## config.mk

```make
export PLATFORM = sky130hd
export DESIGN_NAME = rv64_mem_port_arbiter
export DESIGN_NICKNAME = d
export VERILOG_FILES = /design/src/rtl/rv64_mem_port_arbiter.sv
export SDC_FILE = /design/constraint.sdc
export NUM_CORES = 1
export LEC_CHECK = 0
export CORE_UTILIZATION = 48
export CTS_BUF_LIST = sky130_fd_sc_hd__clkbuf_2
export CTS_CLUSTER_DIAMETER = 100
export DETAILED_ROUTE_END_ITERATION = 6
export PLACE_DENSITY = 0.79
export SYNTH_ARGS = -nofsm -noshare
export SYNTH_HDL_FRONTEND = slang
export SYNTH_SLANG_ARGS = --single-unit
```

## constraint.sdc

```tcl
create_clock -name clk -period 9.7 [get_ports clk]
set_input_delay 1.455 -clock clk [delete_from_list [all_inputs] [get_ports clk]]
set_output_delay 1.455 -clock clk [all_outputs]
set_load 0.02 [all_outputs]
```

## src/rtl/rv64_mem_port_arbiter.sv

```systemverilog
// rv64_mem_port_arbiter: shares one memory port between fetch and data, with locked AMO read-modify-write
module rv64_mem_port_arbiter #(
    parameter int ADDR_W = 16,
    parameter int DATA_W = 64,
    parameter int STARVE_MAX = 4
) (
    input  logic              clk,
    input  logic              reset,
    input  logic              i_req,
    input  logic [ADDR_W-1:0] i_addr,
    output logic              i_gnt,
    output logic              i_rvalid,
    output logic [DATA_W-1:0] i_rdata,
    input  logic              d_req,
    input  logic              d_we,
    input  logic [1:0]        d_amo,
    input  logic [ADDR_W-1:0] d_addr,
    input  logic [DATA_W-1:0] d_wdata,
    output logic              d_gnt,
    output logic              d_rvalid,
    output logic [DATA_W-1:0] d_rdata,
    output logic              mem_req,
    output logic              mem_we,
    output logic [ADDR_W-1:0] mem_addr,
    output logic [DATA_W-1:0] mem_wdata,
    input  logic              mem_ready,
    input  logic              mem_rvalid,
    input  logic [DATA_W-1:0] mem_rdata
);
    localparam int CW = $clog2(STARVE_MAX + 1);

    typedef enum logic [1:0] {IDLE, ISSUE, RWAIT, AMO_WR} state_t;

    state_t            state;
    logic [CW-1:0]     starve_cnt;
    logic [ADDR_W-1:0] addr_q;
    logic [DATA_W-1:0] wdata_q;
    logic [DATA_W-1:0] old_q;
    logic [DATA_W-1:0] amo_res;
    logic [1:0]        amo_q;
    logic              fetch_q;
    logic              we_q;
    logic              store_q;
    logic              fetch_win;

    // Fetch only wins a contested cycle once data has been granted STARVE_MAX times in a row
    always_comb begin
        fetch_win = i_req && (!d_req || starve_cnt == CW'(STARVE_MAX));
        i_gnt = !reset && state == IDLE && fetch_win;
        d_gnt = !reset && state == IDLE && d_req && !fetch_win;
        store_q = !fetch_q && amo_q == 2'b00 && we_q;
        amo_res = amo_q == 2'b01 ? old_q + wdata_q : amo_q == 2'b10 ? old_q ^ wdata_q : old_q & wdata_q;
        mem_req = state == ISSUE || state == AMO_WR;
        mem_we = (state == ISSUE && store_q) || state == AMO_WR;
        mem_addr = addr_q;
        mem_wdata = state == AMO_WR ? amo_res : wdata_q;
    end

    always_ff @(posedge clk or posedge reset) begin
        if (reset) begin
            state <= IDLE;
            starve_cnt <= '0;
            addr_q <= '0;
            wdata_q <= '0;
            old_q <= '0;
            amo_q <= 2'b00;
            fetch_q <= 1'b0;
            we_q <= 1'b0;
            i_rvalid <= 1'b0;
            i_rdata <= '0;
            d_rvalid <= 1'b0;
            d_rdata <= '0;
        end else begin
            i_rvalid <= 1'b0;
            d_rvalid <= 1'b0;
            case (state)
                IDLE: if (i_gnt || d_gnt) begin
                    state <= ISSUE;
                    fetch_q <= i_gnt;
                    addr_q <= i_gnt ? i_addr : d_addr;
                    we_q <= d_gnt && d_we;
                    amo_q <= d_gnt ? d_amo : 2'b00;
                    wdata_q <= d_wdata;
                    starve_cnt <= (d_gnt && i_req) ?
                        (starve_cnt == CW'(STARVE_MAX) ? starve_cnt : starve_cnt + 1'b1) : '0;
                end
                ISSUE: if (mem_ready) begin
                    state <= store_q ? IDLE : RWAIT;
                    d_rvalid <= store_q;
                    if (store_q) d_rdata <= '0;
                end
                RWAIT: if (mem_rvalid) begin
                    state <= (!fetch_q && amo_q != 2'b00) ? AMO_WR : IDLE;
                    if (fetch_q) begin
                        i_rvalid <= 1'b1;
                        i_rdata <= mem_rdata;
                    end else if (amo_q == 2'b00) begin
                        d_rvalid <= 1'b1;
                        d_rdata <= mem_rdata;
                    end else begin
                        old_q <= mem_rdata;
                    end
                end
                AMO_WR: if (mem_ready) begin
                    state <= IDLE;
                    d_rvalid <= 1'b1;
                    d_rdata <= old_q;
                end
                default: state <= IDLE;
            endcase
        end
    end
endmodule
```

==> impl_metrics.tcl, run 1 <==
set metrics [dict create \
    seq_power_share_pct 23.5 \
    syn_area_per_cell_um2 8.648 \
    syn_nets 2292 \
    hpwl_um 41190 \
    period_minus_slack_ps 6724 \
    max-vdd-ir-drop_uv 274.5 \
    yosys.area_share.adder_pct 4.757 \
    cts_tree "done" \
    ys_ff_latch 283 \
    nNetsFinal 2626 \
    r2r-start "state[1]$_DFFE_PP0P_" \
    post-cts-setup-buffers 0 \
    routed_via_density 5.872 \
    cp_slowest_stage_delay_ps 660 \
    internal-power_mw 4.551 \
    power_frac_comb_pct 66.5 \
    fillers 3121 \
    clk_path_buf_depth 3 \
    holdCritStartpoint "d_rdata[38]$_DFFE_PP0P_" \
    ioPinCount 383 \
    power_mw 9.059 \
    routed-via-count 17110 \
    ys_async_sr_fraction_pct 100.0 \
    cp_cell_sequence "ha_1, nand4_1, o211ai_1, nor2_1, a2111oi_0, nor3b_1, buf_4, o211ai_1, a21oi_1, or3_1, a31oi_1, clkdlybuf4s50_1" \
    core_area_um2 36520 \
    synth.largest_area_cell "dfrtp_1" \
    postCtsResizedCells 0 \
    r2r_slack_ps 5580 \
    clock_skew_ps 103.4 \
    synth_common_cells "nand2_1, dfrtp_1, mux2_2" \
    hold-path-cell-count 2 \
    grt.overflow.total 0 \
    synth_top_family_by_area "simple AND/OR/NAND/NOR gates" \
    start_kind "flip-flop" \
    first_iter_violations 1269 \
    power_density_nw_per_um2 401.8 \
    cp_max_fo 9 \
    worstSetupPathType "flip-flop to output port" \
    synth_compound_area_share_pct 17.48 \
    synth.cell_area_um2 17780 \
    fp.dieH_um 194.5 \
    netlist_instances 2056 \
    worstPathArrival_ps 5270 \
    grt_usage_pct 31.14 \
    pre_cts_ws_ps 4114 \
    final_cells 2914 \
    place.gp.congestion 0.9296 \
    wl_per_cell_um 20.24 \
    p_sw_mw 4.508 \
    cts.sinks 283 \
    grt_pass1_wl_um 93980 \
    cts_hold_buf 0 \
    wl_um 58970 \
    path_delay_family "compound AO/OA/AOI/OAI gates" \
    setup_viol 0 \
    dp_cells 2779 \
    io_buffers 382 \
    cts.clk_slew.worst_paths_ps 100 \
    hold_viol 0 \
    synth.most_common_cell "nand2_1" \
    critPathSlowestCell "clkdlybuf4s50_1" \
    synth_edf_count 0 \
    ys_seq_area_share_pct 39.83 \
    fmax_ghz 0.1487 \
    cp.buffers_inverters 2 \
    drtPass1Iterations 6 \
    die_x_um 194.5 \
    cts_buffers 77 \
    fin_setup_tns_ps 0 \
    pwr-share-clk_pct 10.0 \
    critPathRequiredTime_ps 8250 \
    min_path_type "flip-flop to flip-flop" \
    synthMuxAreaShare_pct 13.52 \
    netlist-cell-type-count 78 \
    timing.critical_path.mode_cell "o211ai_1" \
    grt_max_degree 146 \
    ys.warnings.count 0 \
    synth-simple-area-share_pct 19.44 \
    endpoint_kind "output port" \
    maxSlewHeadroom_pct 18.25 \
    status "finished clean" \
    synth_ff_type "dfrtp_1" \
    antenna_found_initial 3 \
    r2r-end "wdata_q[12]$_DFFE_PP0P_" \
    holdPathEnd "d_rdata[38]$_DFFE_PP0P_" \
    maxCapViolCount 0 \
    clock_latency_ps 980 \
    power.leakage_nw 10.36 \
    rr_worst_depth 7 \
    layout_setup_ws_ps 2976 \
    die_area_um2 37820 \
    area_delta_synth_final_pct 26.79 \
    synth-xor-area-share_pct 1.084 \
    clock-root-buffer "clkbuf_2" \
    grt_pass1_vias 17200 \
    drv_slew 0 \
    final_antenna_net_count 0 \
    worstMarginPinSlew_ps 1222 \
    drc 0 \
    synth_top_area_share_pct 39.83 \
    rows 70 \
    rsz0062_at_grt "no" \
    swShare_pct 49.76 \
    final.period_utilization_pct 69.32 \
    drive_gt1_share_pct 15.02 \
    final_util_pct 61.73 \
    synth_area_leaders "dfrtp_1, mux2_2, nand2_1" \
    initial_core_util_pct 48.68 \
    htree_levels 3 \
]
[tightest hold or removal path: stages (launching register included)]
cell and delay [ps]:
dfrtp_1 350, nand2_1 50, nand2_1 50
[worst max path at each step]
stage,from,end,depth (start not counted)
2_1_floorplan,reset,amo_q[0]$_DFFE_PP0P_,1
3_3_place_gp,wdata_q[10]$_DFFE_PP0P_,mem_wdata[55],12
3_5_place_dp,old_q[10]$_DFFE_PP0P_,mem_wdata[55],12
4_1_cts,old_q[8]$_DFFE_PP0P_,mem_wdata[55],12
5_1_grt,wdata_q[10]$_DFFE_PP0P_,mem_wdata[55],12
6_report,wdata_q[8]$_DFFE_PP0P_,mem_wdata[55],12
[metal layers]
| layer | global-route usage, % | wire [um] |
|---|---|---|
| met1 | 39.33 | 24370 |
| met2 | 52.29 | 28670 |
| met3 | 6.316 | 4326 |
| met4 | 12.08 | 1604 |
| met5 | 0 | 0 |
[sequential cells by signal, summed over array words and instances, names as in the netlist]
signal	flops
state	2
wdata_q	64
we_q	1
starve_cnt	3
old_q	64
d_rdata	64
fetch_q	1
mem_addr	16
d_rvalid	1
i_rvalid	1
amo_q	2
i_rdata	64
[per-stage QoR]
stage	instance area [um2]	hold WS, ps
global placement	21820	451.1
finish	22540	474.4
floorplan	17780	450.4
global route	22540	505.9
detailed placement	21820	456.0
CTS	22540	476.2
[cells in the final DEF, fill, tap and decap left out, types with 10 or more instances in the layout]
cell	count
nor2_1	113
o22ai_1	15
nand3_1	89
a21o_1	44
o211ai_1	13
o21bai_1	18
o21ai_0	93
buf_4	18
mux2_2	194
xnor2_1	13
o31ai_1	12
inv_1	26
a211oi_1	10
nor3_1	26
nand4_1	25
ha_1	66
a221oi_1	13
dfrtp_1	279
clkbuf_2	112
a31oi_1	31
clkdlybuf4s50_1	382
and2_1	12
mux2i_1	22
nand2_1	497
a21oi_1	133
clkinv_1	14
[power groups by stage]
stage / Clock, mW / Sequential [mW] / Combinational [mW]
floorplan: 0 / 2.26 / 3.73
global placement: 0 / 2.10 / 5.85
detailed placement: 0 / 2.14 / 5.92
CTS: 0.930 / 2.12 / 5.95
global route: 0.989 / 2.19 / 6.50
finish: 0.906 / 2.13 / 6.03
[cell type report]
type	count	area (um2)	share of cell area, %
antenna	3	7.507	0.03330
clock buffer	112	560.5	2.486
clock inverter	20	157.7	0.6993
inverter	30	120.1	0.5328
multi-input combinational	1597	10040	44.56
sequential	283	7089	31.45
tap	468	585.6	2.597
timing repair buffer	401	3979	17.65
[logic make-up after synthesis]
group | after synthesis
DFF | 283
adders and majority gates | 67
and+or+nand+nor | 819
buffers and inverters | 176
muxes | 216
xor gates and xnor gates | 22
AOI/OAI and AO/OA | 473
(Power assumes the default switching activity.)
==> run 2, diff against run 1 <==
--- a/config.mk
+++ b/config.mk
@@ -5,11 +5,11 @@
 export SDC_FILE = /design/constraint.sdc
 export NUM_CORES = 1
 export LEC_CHECK = 0
-export CORE_UTILIZATION = 48
+export CORE_UTILIZATION = 53
 export CTS_BUF_LIST = sky130_fd_sc_hd__clkbuf_2
 export CTS_CLUSTER_DIAMETER = 100
 export DETAILED_ROUTE_END_ITERATION = 6
-export PLACE_DENSITY = 0.79
+export PLACE_DENSITY = 0.83
 export SYNTH_ARGS = -nofsm -noshare
 export SYNTH_HDL_FRONTEND = slang
 export SYNTH_SLANG_ARGS = --single-unit
==> constraint.sdc (replaced) <==
create_clock -name clk -period 6.6 [get_ports clk]
set_input_delay 0.99 -clock clk [delete_from_list [all_inputs] [get_ports clk]]
set_output_delay 0.99 -clock clk [all_outputs]
set_load 0.02 [all_outputs]
==> run 2 against run 1 <==
Clock power is 46% higher; count of clock-buffer cells in the layout is 6 lower; utilization is 7.0 points higher; combinational power is 48% higher; global-route usage is 3.6 points higher; final cell count is 1.0% lower; critical endpoint unchanged; largest cell class unchanged; highest routed layer unchanged.
==> impl_metrics.tcl, run 2 (synthesis gave the netlist of run 1 again) <==
set metrics [dict create \
    status "finished clean" \
    ioPinCount 383 \
    hpwl_um 41500 \
    p_sw_mw 6.684 \
    post-cts-setup-buffers 0 \
    rows 66 \
    die_area_um2 34290 \
    drv_slew 0 \
    r2r_slack_ps 2440 \
    rsz0062_at_grt "no" \
    cts_buffers 75 \
    cts_tree "done" \
    min_path_type "flip-flop to flip-flop" \
    holdCritStartpoint "d_rdata[50]$_DFFE_PP0P_" \
    first_iter_violations 1570 \
    endpoint_kind "output port" \
    holdPathEnd "d_rdata[50]$_DFFE_PP0P_" \
    cp.buffers_inverters 1 \
    cp_max_fo 9 \
    power.leakage_nw 10.34 \
    core_area_um2 32780 \
    area_delta_synth_final_pct 26.63 \
    drc 0 \
    wl_per_cell_um 20.68 \
    routed_via_density 6.057 \
    clk_path_buf_depth 3 \
    cts_hold_buf 0 \
    final_cell_mix "nand2_1, clkdlybuf4s50_1, dfrtp_1" \
    fin_setup_tns_ps 0 \
    worstPathArrival_ps 5120 \
    htree_levels 3 \
    drtPass1Iterations 5 \
    clock_skew_ps 71.73 \
    r2r-start "state[1]$_DFFE_PP0P_" \
    antenna_found_initial 3 \
    pre_cts_ws_ps 1522 \
    nNetsFinal 2626 \
    cts.clk_slew.worst_paths_ps 90 \
    grt_pass1_wl_um 93270 \
    postCtsResizedCells 0 \
    final_antenna_net_count 0 \
    routed-via-count 17470 \
    maxCapViolCount 0 \
    initial_core_util_pct 54.24 \
    path_delay_family "compound AO/OA/AOI/OAI gates" \
    die_x_um 185.2 \
    cp_slowest_stage_delay_ps 640 \
    clock_latency_ps 920 \
    setup_viol 0 \
    swShare_pct 50.05 \
    grt_max_degree 166 \
    grt_pass1_vias 17510 \
    wl_um 59630 \
    io_buffers 382 \
    critPathRequiredTime_ps 5610 \
    worstSetupPathType "flip-flop to output port" \
    power_density_nw_per_um2 593.1 \
    worstMarginPinSlew_ps 1237 \
    fmax_ghz 0.1636 \
    final.period_utilization_pct 92.62 \
    hold_viol 0 \
    final_common_cell "nand2_1" \
    cts.sinks 283 \
    fp.dieH_um 185.2 \
    r2r-end "d_rdata[41]$_DFFE_PP0P_" \
    seq_power_share_pct 23.3 \
    hold-path-cell-count 2 \
    layout_setup_ws_ps 487.3 \
    place.gp.congestion 0.9747 \
    pwr-share-clk_pct 9.9 \
    grt.overflow.total 0 \
    grt_usage_pct 34.78 \
    timing.critical_path.mode_cell "o211ai_1" \
    drive_gt1_share_pct 15.05 \
    internal-power_mw 6.670 \
    cp_cell_sequence "ha_1, nand4_1, o211ai_1, nor2_1, a2111oi_0, nor3b_1, o211ai_1, a21oi_1, or3_1, a31oi_1, clkdlybuf4s50_1" \
    maxSlewHeadroom_pct 17.24 \
    rr_worst_depth 10 \
    start_kind "flip-flop" \
    period_minus_slack_ps 6113 \
    clock-root-buffer "clkbuf_2" \
    power_frac_comb_pct 66.8 \
    max-vdd-ir-drop_uv 350.4 \
    critPathSlowestCell "clkdlybuf4s50_1" \
]
-- run 2: changes by cell type in the layout (fill, tap and decap cells not counted), sizes merged --
cell      before  now
clkbuf       112  106
clkinv        17   15
clkinvlp       0    2
buf           19   21
-- run 2: metrics by stage --
step / total power, mW / hold slack, ps / utilization (%) / cells / instance area (um2)
4_1_cts: 13.22 / 477.6 / 68.66 / 2881 / 22510
3_5_place_dp: 11.84 / 455.7 / 66.50 / 2755 / 21800
3_3_place_gp: 11.65 / 449.6 / 66.50 / 2755 / 21800
5_1_grt: 14.23 / 498.8 / 68.68 / 2884 / 22520
2_1_floorplan: 8.814 / 450.4 / - / 2056 / 17780
6_report: 13.35 / 472.0 / 68.68 / 2884 / 22520
-- run 2: area by class of cell --
| class | count | area, um2 |
|---|---|---|
| tap | 442 | 553.0 |
| clock buffer | 106 | 530.5 |
| fill | 2652 | 10270 |
| sequential | 283 | 7092 |
| antenna | 3 | 7.507 |
| multi-input combinational | 1597 | 10050 |
| timing repair buffer | 403 | 3994 |
| clock inverter | 20 | 176.4 |
| inverter | 30 | 116.4 |
-- run 2: power groups by stage --
stage / clock network (mW) / logic, mW / registers [mW]
floorplan: 0 / 5.49 / 3.33
global placement: 0 / 8.59 / 3.07
detailed placement: 0 / 8.72 / 3.12
CTS: 1.35 / 8.78 / 3.10
global route: 1.45 / 9.59 / 3.19
finish: 1.32 / 8.92 / 3.11
-- run 2: routing by layer --
layer	vias up	share of wire (%)	GRT usage [%]
li1	7976	-	-
met1	8442	41	44.86
met2	860	47	55.88
met3	191	9.1	8.022
met4	0	3.7	15.04
met5	-	0	0
-- run 2: worst reg2reg max path, delay by kind of cell, from the launching register on --
kind	cells	cell delay [ps]
DFF	1	920
buffers and inverters	4	2080
and+or+nand+nor	6	1050
-- run 2: worst max-delay path by stage --
stage                           startpoint                   end  cells past startpoint
finish              wdata_q[8]$_DFFE_PP0P_         mem_wdata[55]                     11
global route          old_q[9]$_DFFE_PP0P_         mem_wdata[55]                     11
CTS                   old_q[9]$_DFFE_PP0P_         mem_wdata[55]                     11
detailed placement  wdata_q[1]$_DFFE_PP0P_         mem_wdata[63]                     11
global placement    wdata_q[8]$_DFFE_PP0P_         mem_wdata[55]                     11
floorplan                            reset  amo_q[0]$_DFFE_PP0P_                      1
